--- src/rtl/imem_dmem_arbiter_pkg.sv ---
// Shared definitions for the instruction/data memory arbiter.
// Optional build macro: ARB_ROUND_ROBIN_EN (consumed by imem_dmem_arbiter).
package imem_dmem_arbiter_pkg;

    // Existing bus widths of the minimal SOPC.
    localparam int unsigned InstAddrBus   = 32;
    localparam int unsigned InstBus       = 32;

    // Default extra memory latency beyond one cycle.
    localparam int unsigned ArbWaitCycles = 0;

    typedef enum logic {
        ArbIdle = 1'b0,
        ArbBusy = 1'b1
    } arb_state_t;

    typedef enum logic {
        OwnerInst = 1'b0,
        OwnerData = 1'b1
    } arb_owner_t;

endpackage

--- src/rtl/imem_dmem_arbiter_wait_cnt.sv ---
// Loadable down-counter that sequences memory wait states.
// Stops at zero; zero_o flags the access completion cycle.
module arb_wait_cnt #(
    parameter int unsigned CNT_W = 4
) (
    input  logic             clk,
    input  logic             rst_n,
    input  logic             load_i,
    input  logic [CNT_W-1:0] load_val_i,
    input  logic             en_i,
    output logic             zero_o
);

    logic [CNT_W-1:0] cnt;

    // Load has priority over counting; counting saturates at zero.
    always_ff @(posedge clk or negedge rst_n) begin
        if (!rst_n) begin
            cnt <= '0;
        end else if (load_i) begin
            cnt <= load_val_i;
        end else if (en_i && (cnt != '0)) begin
            cnt <= cnt - CNT_W'(1);
        end
    end

    assign zero_o = (cnt == '0);

endmodule

--- src/rtl/imem_dmem_arbiter.sv ---
// Shares one single-port synchronous memory between the instruction-fetch
// and load/store ports: arbitration, wait-state sequencing, response steering
// and pipeline stall request.
// Optional build macro: ARB_ROUND_ROBIN_EN selects round-robin tie breaking
// instead of fixed data-over-inst priority.
module imem_dmem_arbiter
    import imem_dmem_arbiter_pkg::*;
#(
    parameter int unsigned ADDR_W      = InstAddrBus,
    parameter int unsigned DATA_W      = InstBus,
    parameter int unsigned WAIT_CYCLES = ArbWaitCycles,
    parameter int unsigned CNT_W       = 4
) (
    input  logic                clk,
    input  logic                rst,
    input  logic                inst_req_i,
    input  logic [ADDR_W-1:0]   inst_addr_i,
    output logic                inst_gnt_o,
    output logic                inst_rvalid_o,
    output logic [DATA_W-1:0]   inst_rdata_o,
    input  logic                data_req_i,
    input  logic                data_we_i,
    input  logic [ADDR_W-1:0]   data_addr_i,
    input  logic [DATA_W/8-1:0] data_sel_i,
    input  logic [DATA_W-1:0]   data_wdata_i,
    output logic                data_gnt_o,
    output logic                data_rvalid_o,
    output logic [DATA_W-1:0]   data_rdata_o,
    output logic                mem_ce_o,
    output logic                mem_we_o,
    output logic [ADDR_W-1:0]   mem_addr_o,
    output logic [DATA_W/8-1:0] mem_sel_o,
    output logic [DATA_W-1:0]   mem_wdata_o,
    input  logic [DATA_W-1:0]   mem_rdata_i,
    output logic                stall_req_o
);

    arb_state_t state;
    arb_state_t state_nxt;
    arb_owner_t owner;
    logic       owner_store;
    logic       cnt_zero;
    logic       grant_win;
    logic       gnt_any;
    logic       resp;
    logic       data_first;

`ifdef ARB_ROUND_ROBIN_EN
    arb_owner_t last_gnt;

    // Remember which port was granted last; starts as "inst" so data wins the first tie.
    always_ff @(posedge clk or negedge rst) begin
        if (!rst) begin
            last_gnt <= OwnerInst;
        end else if (gnt_any) begin
            last_gnt <= data_gnt_o ? OwnerData : OwnerInst;
        end
    end

    assign data_first = (last_gnt == OwnerInst);
`else
    assign data_first = 1'b1;
`endif

    arb_wait_cnt #(
        .CNT_W (CNT_W)
    ) u_wait_cnt (
        .clk        (clk),
        .rst_n      (rst),
        .load_i     (gnt_any),
        .load_val_i (CNT_W'(WAIT_CYCLES)),
        .en_i       (state == ArbBusy),
        .zero_o     (cnt_zero)
    );

    // State register.
    always_ff @(posedge clk or negedge rst) begin
        if (!rst) begin
            state <= ArbIdle;
        end else begin
            state <= state_nxt;
        end
    end

    // Capture who owns the outstanding access and whether it is a store.
    always_ff @(posedge clk or negedge rst) begin
        if (!rst) begin
            owner       <= OwnerInst;
            owner_store <= 1'b0;
        end else if (gnt_any) begin
            owner       <= data_gnt_o ? OwnerData : OwnerInst;
            owner_store <= data_gnt_o & data_we_i;
        end
    end

    // Arbitration, memory strobe, response steering, stall and next state.
    // Combinational paths from the request inputs are gated by rst so every
    // output reads 0 while reset is asserted.
    always_comb begin
        state_nxt     = state;
        grant_win     = rst & ((state == ArbIdle) | cnt_zero);
        resp          = rst & (state == ArbBusy) & cnt_zero;
        data_gnt_o    = grant_win & data_req_i & (data_first | ~inst_req_i);
        inst_gnt_o    = grant_win & inst_req_i & ~data_gnt_o;
        gnt_any       = data_gnt_o | inst_gnt_o;
        mem_ce_o      = 1'b0;
        mem_we_o      = 1'b0;
        mem_addr_o    = '0;
        mem_sel_o     = '0;
        mem_wdata_o   = '0;

        if (data_gnt_o) begin
            mem_ce_o    = 1'b1;
            mem_we_o    = data_we_i;
            mem_addr_o  = data_addr_i;
            mem_sel_o   = data_sel_i;
            mem_wdata_o = data_wdata_i;
        end else if (inst_gnt_o) begin
            mem_ce_o    = 1'b1;
            mem_addr_o  = inst_addr_i;
            mem_sel_o   = '1;
        end

        inst_rvalid_o = resp & (owner == OwnerInst);
        data_rvalid_o = resp & (owner == OwnerData);
        inst_rdata_o  = inst_rvalid_o ? mem_rdata_i : '0;
        data_rdata_o  = (data_rvalid_o & ~owner_store) ? mem_rdata_i : '0;

        stall_req_o   = rst & ((inst_req_i & ~inst_gnt_o) |
                               (data_req_i & ~data_gnt_o) |
                               ((state == ArbBusy) & ~cnt_zero));

        if (gnt_any) begin
            state_nxt = ArbBusy;
        end else if (resp) begin
            state_nxt = ArbIdle;
        end
    end

endmodule

--- config.mk ---
export PLATFORM = sky130hd
export DESIGN_NAME = imem_dmem_arbiter
export DESIGN_NICKNAME = d
export VERILOG_FILES = /design/src/rtl/imem_dmem_arbiter_pkg.sv /design/src/rtl/imem_dmem_arbiter_wait_cnt.sv /design/src/rtl/imem_dmem_arbiter.sv
export SDC_FILE = /design/constraint.sdc
export NUM_CORES = 1
export LEC_CHECK = 0
export CAP_MARGIN = 20
export CORE_AREA = 2 2 108 110
export CTS_CLUSTER_SIZE = 12
export DETAILED_ROUTE_END_ITERATION = 6
export DIE_AREA = 0 0 110 112
export PLACE_DENSITY = 0.6
export SLEW_MARGIN = 0
export SYNTH_ARGS = -nofsm -noshare
export SYNTH_HDL_FRONTEND = slang
export SYNTH_SLANG_ARGS = --single-unit
--- constraint.sdc ---
create_clock -name clk -period 2.28 [get_ports clk]
set_clock_uncertainty 0.2 [all_clocks]
set_input_delay 0.456 -clock clk [delete_from_list [all_inputs] [get_ports clk]]
set_output_delay 0.456 -clock clk [all_outputs]
set_load 0.005 [all_outputs]
# Yosys cells after proc, flatten, opt, wreduce, memory -nomap -nowiden
# Cells that the tools add are included.
# W data, S select, Z words.
[word_totals] ff_bits=7 in_bits=137 output_inout_bits=139 word_cells=49
[classes] addsub=1 muxes=15 n_bitwise=24 n_reduce_logical=5
[ops] op="$mux W32" n=5
[ops] op="$mux W4" n=4
[ops] op="$and A1 B1 Y1" n=14
[ops] op="$mux W1" n=6
[ops] op="$not A1 Y1" n=6
[ops] op="$logic_not A4 Y1" n=1
[ops] op="$or A1 B1 Y1" n=4
[ops] op="$reduce_bool A2 Y1" n=2
[ops] op="$reduce_bool A4 Y1" n=1
[ops] op="$sub A4 B1 Y4 const B" n=1
[ops] op="$logic_and A1 B1 Y1" n=1

# Longest topological paths before layout
[logic_depth] depth_word=11 mapped_depth=7 mapped_depth_nobuf=5

# By module
# From an unflattened synthesis, not the netlist that was laid out.
[unflattened] hier_cells=199 area_unflattened_um2=1514.0
[by_module_without_submodules] mod="imem_dmem_arbiter" instances=1 cells_each=172 area_each_um2=1243.7 seq_area_each_um2=75.1
[by_module_without_submodules] mod="arb_wait_cnt" instances=1 cells_each=27 area_each_um2=270.3 seq_area_each_um2=100.1

# Worst setup path after synthesis
# No wires, ideal clock.
[synth_timing] path_kind="reg2out" from="register u_wait_cnt.cnt[0]" to="output mem_addr_o[14]" t_arrival_ns=1.442 required_ns=1.624 path_slack_ns=0.182 path_stages_with_launch=8 path_buffers=2 cell_sequence="dfrtp_1 inv_1 ha_1 and4bb_1 nor2_1 buf_2 buf_2 nor2_1"
[synth_between] elab_chain_cells=8
[synth_lines] element="from (decl)" line_no="imem_dmem_arbiter_wait_cnt.sv:14" source="logic [CNT_W-1:0] cnt;"
[synth_lines] element="from (signal assigned)" line_no="imem_dmem_arbiter_wait_cnt.sv:21" source="cnt <= load_val_i;"
[synth_lines] element="from (signal assigned)" line_no="imem_dmem_arbiter_wait_cnt.sv:23" source="cnt <= cnt - CNT_W'(1);"
[synth_lines] element="$logic_not A4 Y1 (*)" line_no="imem_dmem_arbiter_wait_cnt.sv:27" source="assign zero_o = (cnt == '0);"
[synth_lines] element="$or A1 B1 Y1 (*)" line_no="imem_dmem_arbiter.sv:101" source="grant_win = rst & ((state == ArbIdle) | cnt_zero);"
[synth_lines] element="$and A1 B1 Y1 (*)" line_no="imem_dmem_arbiter.sv:101"
[synth_lines] element="$and A1 B1 Y1" line_no="imem_dmem_arbiter.sv:103" source="data_gnt_o = grant_win & data_req_i & (data_first | ~inst_req_i);"
[synth_lines] element="$not A1 Y1" line_no="imem_dmem_arbiter.sv:104" source="inst_gnt_o = grant_win & inst_req_i & ~data_gnt_o;"
[synth_lines] element="$and A1 B1 Y1" line_no="imem_dmem_arbiter.sv:104"
[synth_lines] element="$mux W32" line_no="imem_dmem_arbiter.sv:118" source="end else if (inst_gnt_o) begin"
[synth_lines] element="$mux W32 (*)" line_no="imem_dmem_arbiter.sv:112" source="if (data_gnt_o) begin"
[synth_lines] element="to (decl)" line_no="imem_dmem_arbiter.sv:31" source="output logic [ADDR_W-1:0] mem_addr_o,"
# Mark *: on every way between the ends. The rest lies on a longest branch, timed or not.

# Worst setup path in the final report
[layout_timing] from="register u_wait_cnt.cnt[0]" to="output data_rdata_o[25]"
[layout_between] elab_chain_cells=5
[layout_lines] element="$logic_not A4 Y1" line_no="imem_dmem_arbiter_wait_cnt.sv:27"
[layout_lines] element="$and A1 B1 Y1" line_no="imem_dmem_arbiter.sv:102" source="resp = rst & (state == ArbBusy) & cnt_zero;"
[layout_lines] element="$and A1 B1 Y1" line_no="imem_dmem_arbiter.sv:125" source="data_rvalid_o = resp & (owner == OwnerData);"
[layout_lines] element="$and A1 B1 Y1" line_no="imem_dmem_arbiter.sv:127" source="data_rdata_o = (data_rvalid_o & ~owner_store) ? mem_rdata_i : '0;"
[layout_lines] element="$mux W32" line_no="imem_dmem_arbiter.sv:127"
[layout_lines] element="to (decl)" line_no="imem_dmem_arbiter.sv:28" source="output logic [DATA_W-1:0] data_rdata_o,"
# No other way between the ends.

==> results.cfg <==
[outcome]
status = complete, but fails checks
violations = setup timing

[sta]
period_needed_ns = 2.58
holdWs_ns = 0.260
rsz0062_at_grt = yes
slew_viol_final = 0
relSlewSlack_pct = 73.7
setup_tns_ns = -23.43
worst_slack_ns = -0.303
tightest_slew_ns = 0.395
final_hold_viol_count = 0
fmax_mhz = 387
setup_violations = 140
period_share_pct = 113

[critical_path]
path_class = flip-flop to primary output
critPathArrivalTime_ns = 1.93
crit_start = u_wait_cnt.cnt[0]$_DFFE_PN0P_
rr_endpoint = u_wait_cnt.cnt[2]$_DFFE_PN0P_
rrSetupSlack_ns = -0.24
crit_path_start_kind = flip-flop
worstReg2RegStart = u_wait_cnt.cnt[1]$_DFFE_PN0P_
worstPathRequired_ns = 1.62
cp-end-kind = primary output
critPathMaxFanout = 4
reg2regPathDepth = 17

[grt]
grt_pass1_wl_um = 18100
grt_max_degree = 39
antenna_found_initial = 0
overflow = 0
groute.usage.overall_pct = 19.2
grt_pass1_vias = 3448

[layout]
syn_to_final_growth_pct = 275
drive_above_1_share_pct = 60.5
utilization_pct = 53.6
nets = 735
antenna_cells = 0
n_fill_cell = 991
fin_cells = 738
final_area_mm2 = 0.00599
final_cell_mix = clkdlybuf4s50_1 (134), buf_6 (113), and2_4 (60)
layout_commonest_cell = clkdlybuf4s50_1

[floorplan]
rows = 39
dieArea_mm2 = 0.0123
die_w_um = 110
ios = 276
core_area_mm2 = 0.0112
fp.dieH_um = 112
start_util_pct = 14.3

[detailed_routing]
firstDrtPassIters = 4
via_per_inst = 4.46
drcViolationCount = 0
dr_total_vias = 3292
final_antenna_net_count = 0
wl_um = 13500
wl_per_cell_um = 18.3
drtIter0Drc = 94

[synthesis]
synth_adder_area_share_pct = 1.56
synth_xor_area_share_pct = 0
synth_seq_area_share_pct = 11.0
synthMuxAreaShare_pct = 0.626
synth_top_area_share_pct = 25.8
synth_cells = 244
syn-num-nets = 383
synth_area_leader_cell = and2_1
synth-warning-count = 0
synth-simple-area-share_pct = 56.9
ys_seq_elements = 7
syn_area_mm2 = 0.00160
synth-compound-area-share_pct = 21.1
yosys-top-cells-area = and2_1 (26%), a22oi_1 (15%), and3_1 (13%)
synth_cell_types = 27
synth_top_family_by_area = simple AND/OR/NAND/NOR gates
synth.avg_cell_area_um2 = 6.55

[place]
numPortBuffers = 275
place_area_mm2 = 0.00469
gp_congestion = 0.817
numPlacedInstances = 669
hpwl_um = 8890

[power]
ir_worst_vdd_mv = 0.323
p_leak_uw = 0.00282
p_per_area_mw_per_mm2 = 580

[cts]
cts_sinks = 7
root_buffer = clkbuf_16
cts.path.max_buffers = 2
clk_pin_slew_worst_paths_ns = 0.04
cts_tree = built
clk_latency_ns = 0.23
cts_max_level = 1
cts_made_buffers = 3
hold_buffers = 0

[job]
cap_violations = 0

[min_path]
min_path_type = input port to asynchronous set/reset pin
==> cells by family (layout without fill, tap and decap cells) <==
logic type / after synthesis / count (layout)
AO/OA/AOI/OAI: 49 / 49
adder cells (fa/ha/maj): 2 / 2
buffers and inverters: 29 / 377
flip-flops: 7 / 7
multiplexers: 1 / 1
AND/OR/NAND/NOR: 156 / 159
==> repair_timing <==
item                                   4_1_cts  5_1_grt
resized for setup                          633      204
pin swaps                                   52       48
cloned                                      12        6
buffers inserted                            49        3
endpoints found under the hold margin        0        0
setup endpoints to repair                  139      140
==> metal layers <==
metal	wire length [um]	share of wire, %	track usage [%]	vias to the layer above
met5	0	0	0	-
met4	125	0.92	3.21	0
met3	1110	8.2	4.04	13
met2	7830	58	40.2	187
met1	4460	33	18.5	1532
li1	-	-	-	1560
==> registers in the layout, summed over array words and instances, names as in the netlist <==
signal and flops:
u_wait_cnt.cnt 4, owner 1, owner_store 1, state 1
==> power by group <==
| group | internal (uW) | switching [uW] |
|---|---|---|
| Combinational | 1790 | 1110 |
| Clock | 233 | 74.0 |
| Sequential | 186 | 79.9 |
==> cells in the mapped netlist <==
cell	number
a21boi_0	1
a21oi_1	6
a22o_1	1
a22oi_1	32
and2_1	66
and3_1	33
and4_4	1
and4bb_1	1
buf_2	8
buf_6	3
clkbuf_1	14
dfrtp_1	7
ha_1	2
inv_1	4
mux2i_1	1
nand2_1	4
nand2b_1	3
nand4bb_4	1
nor2_1	41
nor2b_1	2
nor3_4	1
nor3b_1	1
nor4b_1	1
o211ai_1	2
o21ai_0	6
o22ai_1	1
or3_1	1
==> layout make-up <==
cell class / instances / area (um2) / area share, %
timing repair buffer: 369 / 3740 / 62.3
multi-input combinational: 211 / 1810 / 30.2
tap: 143 / 179 / 2.98
sequential: 7 / 175 / 2.92
clock buffer: 4 / 78.8 / 1.31
inverter: 4 / 15.0 / 0.250
==> per-stage QoR <==
step | setup slack [ns] | power [uW]
2_1_floorplan | 0.182 | 832
3_3_place_gp | -0.681 | 1870
3_5_place_dp | -0.685 | 1890
4_1_cts | -0.320 | 3040
5_1_grt | -0.347 | 3660
6_report | -0.303 | 3480
==> worst max-delay path: stages (launching register included) <==
cell and delay (ns):
dfrtp_1 0.38, inv_2 0.08, ha_4 0.14, and4bb_2 0.26, buf_6 0.13, and4_4 0.27
buf_6 0.13, buf_6 0.08, and2_4 0.13, buf_6 0.09
==> how the worst max path moves through the flow <==
stage / end
floorplan: mem_addr_o[14]
global placement: data_rdata_o[25]
detailed placement: data_rdata_o[0]
CTS: inst_rdata_o[21]
global route: data_rdata_o[25]
finish: data_rdata_o[25]
Note: power is estimated with default switching activity, not from simulation.
